File: src/rtl/riscv_pkg.sv
// Shared RISC-V decode types: operation classes, opcode constants and the
// record types passed between the decoder and the decode pipeline register.
package riscv_pkg;

    typedef enum logic [3:0] {
        OP_NOP    = 4'd0,
        OP_ALU    = 4'd1,
        OP_ALUI   = 4'd2,
        OP_LOAD   = 4'd3,
        OP_STORE  = 4'd4,
        OP_BRANCH = 4'd5,
        OP_JAL    = 4'd6,
        OP_JALR   = 4'd7,
        OP_LUI    = 4'd8,
        OP_AUIPC  = 4'd9,
        OP_CSR    = 4'd10,
        OP_SYSTEM = 4'd11
    } op_class_t;

    localparam logic [6:0] OPC_LOAD     = 7'b0000011;
    localparam logic [6:0] OPC_MISC_MEM = 7'b0001111;
    localparam logic [6:0] OPC_OP_IMM   = 7'b0010011;
    localparam logic [6:0] OPC_AUIPC    = 7'b0010111;
    localparam logic [6:0] OPC_STORE    = 7'b0100011;
    localparam logic [6:0] OPC_OP       = 7'b0110011;
    localparam logic [6:0] OPC_LUI      = 7'b0110111;
    localparam logic [6:0] OPC_BRANCH   = 7'b1100011;
    localparam logic [6:0] OPC_JALR     = 7'b1100111;
    localparam logic [6:0] OPC_JAL      = 7'b1101111;
    localparam logic [6:0] OPC_SYSTEM   = 7'b1110011;

    // SYSTEM instructions with funct3==0 are only legal as these exact words
    localparam logic [31:0] INSTR_ECALL  = 32'h0000_0073;
    localparam logic [31:0] INSTR_EBREAK = 32'h0010_0073;
    localparam logic [31:0] INSTR_MRET   = 32'h3020_0073;
    localparam logic [31:0] INSTR_WFI    = 32'h1050_0073;

    typedef struct packed {
        logic illegal;
        logic ecall;
        logic ebreak;
        logic mret;
    } flags_t;

    typedef struct packed {
        op_class_t   op_class;
        logic [31:0] imm;
        logic        rd_we;
        logic        uses_rs1;
        logic        uses_rs2;
        flags_t      flags;
    } dec_t;

    typedef struct packed {
        logic [31:0] pc;
        logic [31:0] rs1_data;
        logic [31:0] rs2_data;
        logic [31:0] imm;
        logic [4:0]  rd_addr;
        logic        rd_we;
        op_class_t   op_class;
        logic [2:0]  funct3;
        logic        funct7b5;
        logic [11:0] csr_addr;
    } fields_t;

    // Classes that produce a register-file result
    function automatic logic class_writes_rd(input op_class_t c);
        return c inside {OP_ALU, OP_ALUI, OP_LOAD, OP_JAL, OP_JALR,
                         OP_LUI, OP_AUIPC, OP_CSR};
    endfunction

endpackage

File: src/rtl/instr_decoder.sv
// Purely combinational RV32I + Zicsr decoder: classifies the instruction,
// checks legality, builds the immediate and reports which sources it reads.
module instr_decoder
    import riscv_pkg::*;
(
    input  logic [31:0] instr_i,
    output dec_t        dec_o
);

    logic [6:0]  opcode;
    logic [2:0]  f3;
    logic [6:0]  f7;
    logic        legal;
    logic [31:0] imm_i_fmt, imm_s_fmt, imm_b_fmt, imm_u_fmt, imm_j_fmt, imm_z_fmt;

    assign opcode    = instr_i[6:0];
    assign f3        = instr_i[14:12];
    assign f7        = instr_i[31:25];
    assign imm_i_fmt = {{20{instr_i[31]}}, instr_i[31:20]};
    assign imm_s_fmt = {{20{instr_i[31]}}, instr_i[31:25], instr_i[11:7]};
    assign imm_b_fmt = {{19{instr_i[31]}}, instr_i[31], instr_i[7], instr_i[30:25], instr_i[11:8], 1'b0};
    assign imm_u_fmt = {instr_i[31:12], 12'h000};
    assign imm_j_fmt = {{11{instr_i[31]}}, instr_i[31], instr_i[19:12], instr_i[20], instr_i[30:21], 1'b0};
    assign imm_z_fmt = {27'd0, instr_i[19:15]};

    // Opcode classification; anything not matched stays illegal (this also
    // covers instr[1:0] != 2'b11, since every opcode ends in 2'b11)
    always_comb begin
        dec_o       = '0;
        dec_o.op_class = OP_NOP;
        legal       = 1'b0;
        case (opcode)
            OPC_LUI:   begin legal = 1'b1; dec_o.op_class = OP_LUI;   dec_o.imm = imm_u_fmt; end
            OPC_AUIPC: begin legal = 1'b1; dec_o.op_class = OP_AUIPC; dec_o.imm = imm_u_fmt; end
            OPC_JAL:   begin legal = 1'b1; dec_o.op_class = OP_JAL;   dec_o.imm = imm_j_fmt; end
            OPC_JALR: begin
                legal = (f3 == 3'b000);
                dec_o.op_class = OP_JALR; dec_o.imm = imm_i_fmt; dec_o.uses_rs1 = 1'b1;
            end
            OPC_BRANCH: begin
                legal = (f3 != 3'b010) && (f3 != 3'b011);
                dec_o.op_class = OP_BRANCH; dec_o.imm = imm_b_fmt;
                dec_o.uses_rs1 = 1'b1; dec_o.uses_rs2 = 1'b1;
            end
            OPC_LOAD: begin
                legal = (f3 != 3'b011) && (f3 != 3'b110) && (f3 != 3'b111);
                dec_o.op_class = OP_LOAD; dec_o.imm = imm_i_fmt; dec_o.uses_rs1 = 1'b1;
            end
            OPC_STORE: begin
                legal = !f3[2] && (f3[1:0] != 2'b11);
                dec_o.op_class = OP_STORE; dec_o.imm = imm_s_fmt;
                dec_o.uses_rs1 = 1'b1; dec_o.uses_rs2 = 1'b1;
            end
            OPC_OP_IMM: begin
                case (f3)
                    3'b001:  legal = (f7 == 7'b0000000);
                    3'b101:  legal = (f7 == 7'b0000000) || (f7 == 7'b0100000);
                    default: legal = 1'b1;
                endcase
                dec_o.op_class = OP_ALUI; dec_o.imm = imm_i_fmt; dec_o.uses_rs1 = 1'b1;
            end
            OPC_OP: begin
                legal = (f7 == 7'b0000000) ||
                        ((f7 == 7'b0100000) && ((f3 == 3'b000) || (f3 == 3'b101)));
                dec_o.op_class = OP_ALU; dec_o.uses_rs1 = 1'b1; dec_o.uses_rs2 = 1'b1;
            end
            OPC_MISC_MEM: begin
                // FENCE is a no-op in this in-order core
                legal = (f3 == 3'b000);
                dec_o.op_class = OP_NOP; dec_o.imm = imm_i_fmt;
            end
            OPC_SYSTEM: begin
                dec_o.imm = imm_i_fmt;
                if (f3 == 3'b000) begin
                    legal = 1'b1;
                    dec_o.op_class = OP_SYSTEM;
                    if (instr_i == INSTR_ECALL)       dec_o.flags.ecall  = 1'b1;
                    else if (instr_i == INSTR_EBREAK) dec_o.flags.ebreak = 1'b1;
                    else if (instr_i == INSTR_MRET)   dec_o.flags.mret   = 1'b1;
                    else if (instr_i == INSTR_WFI)    dec_o.op_class     = OP_NOP;
                    else                              legal = 1'b0;
                end else if (f3 != 3'b100) begin
                    legal = 1'b1;
                    dec_o.op_class = OP_CSR;
                    if (f3[2]) dec_o.imm = imm_z_fmt;
                    else       dec_o.uses_rs1 = 1'b1;
                end
            end
            default: legal = 1'b0;
        endcase

        // Illegal words carry nothing downstream except the illegal flag
        if (!legal) begin
            dec_o = '0;
            dec_o.op_class = OP_NOP;
            dec_o.flags.illegal = 1'b1;
        end
        dec_o.rd_we = legal && (instr_i[11:7] != 5'd0) && class_writes_rd(dec_o.op_class);
    end

endmodule

File: src/rtl/decode_stage.sv
// Decode pipeline stage: register-file address generation, load-use hazard
// detection and the decode->execute register with flush/stall/bubble control.
module decode_stage
    import riscv_pkg::*;
#(
    parameter int unsigned HAZARD_EN = 1
) (
    input  logic        clk_i,
    input  logic        rstn_i,
    input  logic        valid_i,
    input  logic [31:0] instr_i,
    input  logic [31:0] pc_i,
    input  logic        stall_i,
    input  logic        flush_i,
    output logic [4:0]  rs1_addr_o,
    output logic [4:0]  rs2_addr_o,
    input  logic [31:0] rs1_data_i,
    input  logic [31:0] rs2_data_i,
    output logic        stall_o,
    output logic        valid_o,
    output logic [31:0] pc_o,
    output logic [31:0] rs1_data_o,
    output logic [31:0] rs2_data_o,
    output logic [31:0] imm_o,
    output logic [4:0]  rd_addr_o,
    output logic        rd_we_o,
    output op_class_t   op_class_o,
    output logic [2:0]  funct3_o,
    output logic        funct7b5_o,
    output logic [11:0] csr_addr_o,
    output logic        illegal_o,
    output logic        ecall_o,
    output logic        ebreak_o,
    output logic        mret_o
);

    dec_t    dec;
    fields_t fields_q, fields_d;
    flags_t  flags_q, flags_d;
    logic    valid_q, valid_d;
    logic    armed_q;   // low only until the first edge after reset release
    logic    rs1_hit, rs2_hit, hazard;

    instr_decoder u_dec (
        .instr_i (instr_i),
        .dec_o   (dec)
    );

    assign rs1_addr_o = instr_i[19:15];
    assign rs2_addr_o = instr_i[24:20];

    // Load-use hazard: the load in the output register writes a source of instr_i
    always_comb begin
        rs1_hit = dec.uses_rs1 && (instr_i[19:15] == fields_q.rd_addr);
        rs2_hit = dec.uses_rs2 && (instr_i[24:20] == fields_q.rd_addr);
        hazard  = (HAZARD_EN != 0) && valid_i && valid_q &&
                  (fields_q.op_class == OP_LOAD) && (fields_q.rd_addr != 5'd0) &&
                  (rs1_hit || rs2_hit);
    end

    assign stall_o = hazard && !flush_i;

    // Next output register: flush > stall > hazard bubble > capture; fields
    // only change on a valid capture, flags drop whenever valid drops
    always_comb begin
        fields_d = fields_q;
        flags_d  = flags_q;
        valid_d  = valid_q;
        if (!armed_q || flush_i) begin
            valid_d = 1'b0;
            flags_d = '0;
        end else if (!stall_i) begin
            if (hazard || !valid_i) begin
                valid_d = 1'b0;
                flags_d = '0;
            end else begin
                valid_d           = 1'b1;
                flags_d           = dec.flags;
                fields_d.pc       = pc_i;
                fields_d.rs1_data = rs1_data_i;
                fields_d.rs2_data = rs2_data_i;
                fields_d.imm      = dec.imm;
                fields_d.rd_addr  = instr_i[11:7];
                fields_d.rd_we    = dec.rd_we;
                fields_d.op_class = dec.op_class;
                fields_d.funct3   = instr_i[14:12];
                fields_d.funct7b5 = instr_i[30];
                fields_d.csr_addr = instr_i[31:20];
            end
        end
    end

    // Output register with asynchronous clear (op_class clears to OP_NOP = 0)
    always_ff @(posedge clk_i or negedge rstn_i) begin
        if (!rstn_i) begin
            fields_q <= '0;
            flags_q  <= '0;
            valid_q  <= 1'b0;
            armed_q  <= 1'b0;
        end else begin
            fields_q <= fields_d;
            flags_q  <= flags_d;
            valid_q  <= valid_d;
            armed_q  <= 1'b1;
        end
    end

    assign valid_o    = valid_q;
    assign pc_o       = fields_q.pc;
    assign rs1_data_o = fields_q.rs1_data;
    assign rs2_data_o = fields_q.rs2_data;
    assign imm_o      = fields_q.imm;
    assign rd_addr_o  = fields_q.rd_addr;
    assign rd_we_o    = fields_q.rd_we;
    assign op_class_o = fields_q.op_class;
    assign funct3_o   = fields_q.funct3;
    assign funct7b5_o = fields_q.funct7b5;
    assign csr_addr_o = fields_q.csr_addr;
    assign illegal_o  = flags_q.illegal;
    assign ecall_o    = flags_q.ecall;
    assign ebreak_o   = flags_q.ebreak;
    assign mret_o     = flags_q.mret;

endmodule

File: config.mk
export PLATFORM = sky130hd
export DESIGN_NAME = decode_stage
export DESIGN_NICKNAME = d
export VERILOG_FILES = /design/src/rtl/riscv_pkg.sv /design/src/rtl/instr_decoder.sv /design/src/rtl/decode_stage.sv
export SDC_FILE = /design/constraint.sdc
export NUM_CORES = 1
export LEC_CHECK = 0
export CAP_MARGIN = 20
export CORE_MARGIN = 5
export CORE_UTILIZATION = 46
export DETAILED_ROUTE_END_ITERATION = 10
export PLACE_DENSITY = 0.89
export SKIP_CTS_REPAIR_TIMING = 1
export SYNTH_ARGS = -nofsm -noshare
export SYNTH_HDL_FRONTEND = slang
export SYNTH_SLANG_ARGS = --single-unit
File: constraint.sdc
create_clock -name clk_i -period 5.4 [get_ports clk_i]
set_input_delay 0.81 -clock clk_i [delete_from_list [all_inputs] [get_ports clk_i]]
set_output_delay 0.81 -clock clk_i [all_outputs]
set_load 0.005 [all_outputs]
==> results of run 1 <==
[sequential cells by signal, summed over array words and instances, names as in the netlist]
register,count
armed_q,1
csr_addr_o,12
ebreak_o,1
ecall_o,1
funct3_o,3
illegal_o,1
imm_o,32
mret_o,1
op_class_o,4
pc_o,32
rd_addr_o,5
rd_we_o,1
rs1_data_o,32
rs2_data_o,32
valid_o,1
[metal layers]
| layer | track usage, % | vias to the layer above | part of all wire, % |
|---|---|---|---|
| met5 | 0 | - | 0 |
| met4 | 8.29 | 0 | 2.2 |
| met3 | 7.75 | 34 | 9.2 |
| met2 | 41.7 | 294 | 51 |
| met1 | 30.9 | 2855 | 38 |
| li1 | - | 2608 | - |
[cell type report]
class                           count  area, um2
Sequential cell                   159       3980
Tap cell                          211        264
Timing Repair Buffer              310       3120
Multi-Input combinational cell    355       2900
Clock buffer                       19        433
Inverter                            5       18.8
Fill cell                        1063       4440
Clock inverter                     13        105
[cell usage after synthesis, drive strengths merged, types with 6 or more instances]
library cell,instances
nand2,39
a21o,8
clkbuf,9
nor2,16
mux2,131
a32o,7
a21oi,8
nor3,10
buf,39
a22oi,7
xnor2,8
and3,7
o21ai,26
dfrtp,159
nor4,7
nand3,6
a22o,15
[logic make-up after synthesis]
logic type	after synthesis
other	1
muxes	132
xor gates and xnor gates	12
and+or+nand+nor	125
buffers and inverters	53
DFF	159
AOI/OAI and AO/OA	85
[stage by stage]
stage | total power [mW] | cells | setup slack (ps) | instance area, um2 | utilization [%]
floorplan | 1.73 | 567 | 2210 | 7180 | -
global placement | 2.32 | 1039 | 1030 | 10300 | 67.2
detailed placement | 2.35 | 1039 | 955 | 10300 | 67.2
CTS | 3.46 | 1071 | 939 | 10800 | 70.7
global route | 3.58 | 1072 | 713 | 10800 | 70.9
finish | 3.42 | 1072 | 925 | 10800 | 70.9
[worst max-delay path, cell delays in order]
cell             delay, ps
clkdlybuf4s50_1        730
inv_1                  130
nor2_1                 200
and3_1                 530
nand4bb_1              220
nor3_2                  50
buf_4                  200
nor3_1                 240
clkdlybuf4s50_1        550
[where the power goes]
group	total [mW]	switching (mW)	internal [mW]
clock	1.09	0.494	0.597
combinational	0.830	0.287	0.543
sequential	1.50	0.115	1.39
total	3.42	0.896	2.52
[path summary, 6_finish.rpt]
check	endpoint	cells past startpoint	from
worst min-delay path	rs1_data_o[1]$_DFFE_PN0P_	1	rstn_i
worst max-delay path	stall_o	9	instr_i[2]
min in group clk_i	csr_addr_o[0]$_DFFE_PN0P_	1	csr_addr_o[0]$_DFFE_PN0P_
worst min register to register	csr_addr_o[0]$_DFFE_PN0P_	1	csr_addr_o[0]$_DFFE_PN0P_
max in group asynchronous	pc_o[30]$_DFFE_PN0P_	2	rstn_i
worst max register to register	rs1_data_o[20]$_DFFE_PN0P_	7	rd_addr_o[3]$_DFFE_PN0P_
==> results.sh, run 1 <==
export IMPL_arrival_ps=3670
export IMPL_synthTopCellsByArea="dfrtp_1 (55%), mux2_1 (20%), buf_4 (2.6%)"
export IMPL_finalCriticalPeriod_ps=4480
export IMPL_synthXorXnorAreaFrac_pct=1.46
export IMPL_dieArea_um2=18200
export IMPL_synthCells=567
export IMPL_synth_avg_cell_area_um2=12.7
export IMPL_die_w_um=135
export IMPL_rsz0062_at_grt="false"
export IMPL_drive_gt1_share_pct=5.92
export IMPL_fin_skew_ps=11.4
export IMPL_ys_ff_latch=159
export IMPL_io_buffers=302
export IMPL_hold_ws_ps=261
export IMPL_fmax_mhz=223
export IMPL_first_pass_iters=5
export IMPL_clk_latency_ps=420
export IMPL_grt_max_degree=128
export IMPL_ys_warn_count=0
export IMPL_syn_nets=700
export IMPL_drtIter0Drc=427
export IMPL_hp_class="primary input to asynchronous set/reset pin"
export IMPL_initial_core_util_pct=47.1
export IMPL_drv_cap=0
export IMPL_end_kind="primary output"
export IMPL_cts_max_level=4
export IMPL_ir_drop_uv=238
export IMPL_cts_buffer_depth=2
export IMPL_crit_fanout=20
export IMPL_hpwl_um=17100
export IMPL_start_kind="primary input"
export IMPL_clk_transition_reported_paths_ps=70
export IMPL_synth_edf_count=0
export IMPL_nNetsFinal=981
export IMPL_fp_coreArea_um2=15300
export IMPL_synth_top_family_by_area="multiplexers"
export IMPL_clock_sinks=159
export IMPL_worstMarginPinSlew_ps=939
export IMPL_hold_violations=0
export IMPL_setup_tns_final_ps=0
export IMPL_synth_distinct_cells=59
export IMPL_numCtsBuffers=17
export IMPL_relSlewSlack_pct=36.8
export IMPL_reg2reg_slack_ps=2580
export IMPL_die_h_um=135
export IMPL_synth_top_cell_area_share_pct=55.4
export IMPL_place_congestion=0.899
export IMPL_grt_pass1_wl_um=34900
export IMPL_ys_async_sr_fraction_pct=100
export IMPL_routed_wl_um=22900
export IMPL_cp_required_ps=4590
export IMPL_wl_per_cell_um=21.4
export IMPL_power_leakage_nw=4.62
export IMPL_cts_tree="built"
export IMPL_final_max_slew_viol_count=0
export IMPL_vias=5791
export IMPL_final_cell_mix="clkdlybuf4s50_1 (301), dfrtp_1 (159), mux2_1 (126)"
export IMPL_p_per_area_nw_per_um2=316
export IMPL_finalCritPeriodShare_pct=82.9
export IMPL_placementRows=45
export IMPL_ant_nets=0
export IMPL_grt_pass1_vias=5953
export IMPL_grtUsageTotal_pct=24.9
export IMPL_setup_viol=0
export IMPL_antenna_found_initial=0
export IMPL_drc=0
export IMPL_pin_count=303
export IMPL_synthMuxAreaShare_pct=20.7
export IMPL_synth_compound_area_share_pct=8.38
export IMPL_grt_overflow=0
export IMPL_yosys_area_share_simple_pct=9.74
export IMPL_clockRootBuffer="clkbuf_16"
export IMPL_synthAdderAreaFrac_pct=0
export IMPL_area_delta_synth_final_pct=50.6
export IMPL_netlist_area_um2=7180
export IMPL_synth_ff_type="dfrtp_1"
export IMPL_critical_path_class="primary input to primary output"
export IMPL_viasPerCell=5.40
export IMPL_status="complete, no violations"
export IMPL_ys_seq_area_share_pct=55.4
export IMPL_yosysTopAreaCell="dfrtp_1"
export IMPL_layout_commonest_cell="clkdlybuf4s50_1"
export IMPL_diodes=0
(Power assumes the default switching activity.)
==> run 2, diff against run 1 <==
--- a/config.mk
+++ b/config.mk
@@ -7,9 +7,9 @@
 export LEC_CHECK = 0
 export CAP_MARGIN = 20
 export CORE_MARGIN = 5
-export CORE_UTILIZATION = 46
+export CORE_UTILIZATION = 43
 export DETAILED_ROUTE_END_ITERATION = 10
-export PLACE_DENSITY = 0.89
+export PLACE_DENSITY = 0.84
 export SKIP_CTS_REPAIR_TIMING = 1
 export SYNTH_ARGS = -nofsm -noshare
 export SYNTH_HDL_FRONTEND = slang
==> constraint.sdc (replaced) <==
create_clock -name clk_i -period 4.4 [get_ports clk_i]
set_input_delay 0.66 -clock clk_i [delete_from_list [all_inputs] [get_ports clk_i]]
set_output_delay 0.66 -clock clk_i [all_outputs]
set_load 0.005 [all_outputs]
==> run 2 against run 1 <==
First-iteration DRC count down 26%; total power up 25%; die area up 6.5%; clock skew up 2.0 ps; utilization down 3.9 points; clock power up 30%; highest routed layer unchanged; critical path type unchanged; routed wire length up 0.70%; largest power group unchanged.
==> results.sh, run 2 (synthesis gave the netlist of run 1 again) <==
export IMPL_status="complete, no violations"
export IMPL_crit_fanout=9
export IMPL_final_max_slew_viol_count=0
export IMPL_die_h_um=139
export IMPL_layout_commonest_cell="clkdlybuf4s50_1"
export IMPL_relSlewSlack_pct=56.1
export IMPL_arrival_ps=3330
export IMPL_fmax_mhz=250
export IMPL_slowest_stage="clkdlybuf4s50_1"
export IMPL_drive_gt1_share_pct=7.75
export IMPL_crit_buf_inv=2
export IMPL_pin_count=303
export IMPL_initial_core_util_pct=43.6
export IMPL_dieArea_um2=19400
export IMPL_clkPwrFrac_pct=33.0
export IMPL_io_buffers=302
export IMPL_die_w_um=139
export IMPL_rsz0062_at_grt="false"
export IMPL_worstMarginPinSlew_ps=654
export IMPL_grt_pass1_wl_um=35500
export IMPL_cp_required_ps=3740
export IMPL_final_cell_mix="clkdlybuf4s50_1 (301), dfrtp_1 (159), mux2_1 (126)"
export IMPL_cts_tree="built"
export IMPL_hold_violations=0
export IMPL_postLayoutCellArea_um2=11000
export IMPL_critical_path_class="primary input to primary output"
export IMPL_setup_viol=0
export IMPL_clk_transition_reported_paths_ps=70
export IMPL_critical_path_cell_chain="clkdlybuf4s50_1, nor2_1, nand3_1, a2111oi_0, o21ai_1, nor3_1, clkdlybuf4s50_1"
export IMPL_hpwl_um=17700
export IMPL_r2r_start="rd_addr_o[4]$_DFFE_PN0P_"
export IMPL_wl_per_cell_um=21.1
export IMPL_drtIter0Drc=318
export IMPL_critical_path_max_stage_delay_ps=580
export IMPL_viasPerCell=5.33
export IMPL_switching_share_pct=26.2
export IMPL_hp_class="primary input to asynchronous set/reset pin"
export IMPL_antenna_found_initial=0
export IMPL_end_kind="primary output"
export IMPL_area_delta_synth_final_pct=53.5
export IMPL_setup_tns_final_ps=0
export IMPL_cts_buffer_depth=2
export IMPL_start_kind="primary input"
export IMPL_clock_sinks=159
export IMPL_final_cells=1097
export IMPL_drv_cap=0
export IMPL_nNetsFinal=997
export IMPL_grt_pass1_vias=5981
export IMPL_ant_nets=0
export IMPL_vias=5851
export IMPL_routed_wl_um=23100
export IMPL_crit_top_cell="clkdlybuf4s50_1"
export IMPL_cts_max_level=4
export IMPL_n_fill_cell=1252
export IMPL_grt_overflow=0
export IMPL_hold_ws_ps=39.6
export IMPL_seqPwrFrac_pct=42.9
export IMPL_finalCriticalPeriod_ps=3990
export IMPL_reg2reg_slack_ps=1730
export IMPL_placed_cells=1064
export IMPL_cp_top_family="buffers and inverters"
export IMPL_grtUsageTotal_pct=23.5
export IMPL_startpoint="instr_i[3]"
export IMPL_place_congestion=0.939
export IMPL_first_pass_iters=5
export IMPL_p_per_area_nw_per_um2=389
export IMPL_placed_area_um2=10400
export IMPL_fp_coreArea_um2=16500
export IMPL_placementRows=47
export IMPL_clockRootBuffer="clkbuf_16"
export IMPL_finalCritPeriodShare_pct=90.7
export IMPL_power_leakage_nw=4.75
export IMPL_grt_max_degree=113
export IMPL_p_switching_mw=1.12
export IMPL_combPwrFrac_pct=24.0
export IMPL_clk_latency_ps=420
export IMPL_final_util_pct=67.0
export IMPL_intPower_mw=3.16
export IMPL_fin_skew_ps=13.3
export IMPL_numCtsBuffers=17
export IMPL_ir_drop_uv=267
export IMPL_diodes=0
export IMPL_drc=0
-- run 2: cell types whose count changed in the layout (fill, tap and decap cells not counted), moves of 2 or more --
| cell | before | now |
|---|---|---|
| buf_4 | 6 | 18 |
| clkinv_2 | 2 | 4 |
| clkinvlp_4 | 3 | 0 |
| buf_12 | 1 | 5 |
-- run 2: through the flow --
stage | setup WS (ps) | power (mW)
after global routing | 279 | 4.49
after CTS | 447 | 4.34
after detailed placement | 459 | 2.90
after global placement | 540 | 2.86
after floorplan | 1510 | 2.12
final | 407 | 4.29
-- run 2: power by group through the flow --
stage	clock, mW	combinational (mW)	sequential, mW
global placement	0	1.02	1.85
floorplan	0	0.251	1.87
global route	1.52	1.10	1.87
detailed placement	0	1.03	1.87
finish	1.42	1.03	1.84
CTS	1.45	1.04	1.84
-- run 2: cell type report --
| cell class | count | area, um2 | area share [%] |
|---|---|---|---|
| clock buffer | 18 | 429 | 3.89 |
| clock inverter | 14 | 134 | 1.21 |
| inverter | 5 | 18.8 | 0.170 |
| multi-input combinational | 355 | 2900 | 26.3 |
| sequential | 159 | 3980 | 36.1 |
| tap | 220 | 275 | 2.50 |
| timing repair buffer | 326 | 3290 | 29.8 |
-- run 2: worst paths after layout --
| check | endpoint | cells past startpoint |
|---|---|---|
| setup / recovery | stall_o | 7 |
| hold / removal | pc_o[0]$_DFFE_PN0P_ | 1 |
| setup reg to reg | funct3_o[0]$_DFFE_PN0P_ | 7 |
| hold reg to reg | rs1_data_o[12]$_DFFE_PN0P_ | 1 |
| max in group asynchronous | rs1_data_o[2]$_DFFE_PN0P_ | 3 |
| min in group clk_i | rs1_data_o[12]$_DFFE_PN0P_ | 1 |
-- run 2: routing by layer --
| metal | share of wire [%] | track usage [%] | routed length [um] |
|---|---|---|---|
| met1 | 40 | 29.9 | 9260 |
| met2 | 49 | 38.2 | 11300 |
| met3 | 9.0 | 7.99 | 2080 |
| met4 | 1.8 | 7.05 | 414 |
| met5 | 0 | 0 | 0 |
==> run 3, diff against run 2 <==
--- a/config.mk
+++ b/config.mk
@@ -6,7 +6,6 @@
 export NUM_CORES = 1
 export LEC_CHECK = 0
 export CAP_MARGIN = 20
-export CORE_MARGIN = 5
 export CORE_UTILIZATION = 43
 export DETAILED_ROUTE_END_ITERATION = 10
 export PLACE_DENSITY = 0.84
==> run 3 against run 2 <==
Combinational power hardly changed; final area down 0.50%; count of clock-buffer cells in the layout unchanged; utilization up 1.1 points; non-clock buffer count down 5; critical endpoint unchanged; critical path depth unchanged; routed wire length shrank 2.2%; worst hold slack improved by 320 ps.
==> results.sh, run 3 (synthesis gave the netlist of run 1 again) <==
export IMPL_clockRootBuffer="clkbuf_16"
export IMPL_grt_overflow=0
export IMPL_cts_max_level=4
export IMPL_fmax_mhz=241
export IMPL_cts_tree="built"
export IMPL_hold_ws_ps=358
export IMPL_grt_pass1_vias=6175
export IMPL_cp_required_ps=3740
export IMPL_drtIter0Drc=423
export IMPL_placed_area_um2=10400
export IMPL_placementRows=46
export IMPL_grt_max_degree=108
export IMPL_vias=5835
export IMPL_numCtsBuffers=17
export IMPL_status="complete, no violations"
export IMPL_critical_path_class="primary input to primary output"
export IMPL_place_congestion=0.895
export IMPL_grtUsageTotal_pct=27.4
export IMPL_postLayoutCellArea_um2=11000
export IMPL_start_kind="primary input"
export IMPL_fp_coreArea_um2=16100
export IMPL_n_fill_cell=1214
export IMPL_p_per_area_nw_per_um2=395
export IMPL_clock_sinks=159
export IMPL_routed_wl_um=22600
export IMPL_setup_tns_final_ps=0
export IMPL_antenna_found_initial=0
export IMPL_worstMarginPinSlew_ps=954
export IMPL_clk_transition_reported_paths_ps=70
export IMPL_viasPerCell=5.36
export IMPL_switching_share_pct=26.5
export IMPL_diodes=0
export IMPL_drc=0
export IMPL_pin_count=303
export IMPL_clk_latency_ps=430
export IMPL_finalCriticalPeriod_ps=4150
export IMPL_drv_cap=0
export IMPL_fin_skew_ps=13.4
export IMPL_clkPwrFrac_pct=33.8
export IMPL_placed_cells=1055
export IMPL_hpwl_um=16600
export IMPL_first_pass_iters=4
export IMPL_seqPwrFrac_pct=42.5
export IMPL_final_cells=1088
export IMPL_arrival_ps=3490
export IMPL_hold_violations=0
export IMPL_ant_nets=0
export IMPL_cts_buffer_depth=2
export IMPL_end_kind="primary output"
export IMPL_dieArea_um2=17200
export IMPL_io_buffers=302
export IMPL_initial_core_util_pct=44.6
export IMPL_ir_drop_uv=254
export IMPL_die_w_um=131
export IMPL_power_leakage_nw=4.71
export IMPL_grt_pass1_wl_um=35900
export IMPL_final_max_slew_viol_count=0
export IMPL_drive_gt1_share_pct=7.34
export IMPL_intPower_mw=3.18
export IMPL_combPwrFrac_pct=23.7
export IMPL_relSlewSlack_pct=36.4
export IMPL_total_power_mw=4.33
export IMPL_area_delta_synth_final_pct=52.8
export IMPL_wl_per_cell_um=20.8
export IMPL_setup_viol=0
export IMPL_die_h_um=131
export IMPL_rsz0062_at_grt="false"
export IMPL_crit_fanout=13
export IMPL_layout_commonest_cell="clkdlybuf4s50_1"
export IMPL_p_switching_mw=1.15
export IMPL_finalCritPeriodShare_pct=94.3
export IMPL_final_cell_mix="clkdlybuf4s50_1 (301), dfrtp_1 (159), mux2_1 (126)"
export IMPL_hp_class="primary input to asynchronous set/reset pin"
export IMPL_nNetsFinal=992
-- run 3: final timing paths --
kind                                                   end  slack [ps]  depth (start not counted)                     start
worst min register to register        pc_o[14]$_DFFE_PN0P_         490                          1      pc_o[14]$_DFFE_PN0P_
min in group clk_i                    pc_o[14]$_DFFE_PN0P_         490                          1      pc_o[14]$_DFFE_PN0P_
worst max register to register  csr_addr_o[10]$_DFFE_PN0P_        1780                          7  rd_addr_o[3]$_DFFE_PN0P_
worst max-delay path                               stall_o         250                          7                instr_i[2]
worst min-delay path            rs1_data_o[15]$_DFFE_PN0P_         360                          1                    rstn_i
max in group asynchronous        csr_addr_o[8]$_DFFE_PN0P_        3100                          2                    rstn_i
-- run 3: final cells by class --
class / instances / area [um2] / share of cell area, %
clock inverters: 14 / 145 / 1.32
inverters: 5 / 18.8 / 0.171
well taps: 216 / 270 / 2.46
clock buffers: 18 / 439 / 4.00
flip-flops and latches: 159 / 3980 / 36.3
multi-input cells: 355 / 2900 / 26.5
repair buffers: 321 / 3210 / 29.3
-- run 3: metrics by stage --
step                      setup slack (ps)  util, %
after floorplan                       1510        -
after global placement                 366     64.4
after detailed placement               221     64.4
after CTS                              199     68.0
after global routing                   114     68.1
final                                  252     68.1
-- run 3: power by group through the flow --
stage               registers, mW  logic (mW)  clock network (mW)
finish                       1.84        1.03                1.46
floorplan                    1.87       0.251                   0
detailed placement           1.86        1.03                   0
CTS                          1.84        1.04                1.49
global route                 1.87        1.09                1.55
global placement             1.85        1.01                   0
-- run 3: critical path, cell delays in order --
cell,delay (ps)
clkdlybuf4s50_1,630
nor2_1,390
nand3_1,240
a2111oi_1,550
o21ai_1,220
nor3_1,240
clkdlybuf4s50_1,560
-- run 3: layer usage --
metal  wire, um  vias to the layer above  share of wire [%]  track usage, %
met5          0                        -                  0               0
met4        965                        0                4.3            14.4
met3       1730                       57                7.6            7.79
met2      10800                      267                 48            43.3
met1       9150                     2884                 40            34.1
li1           -                     2627                  -               -
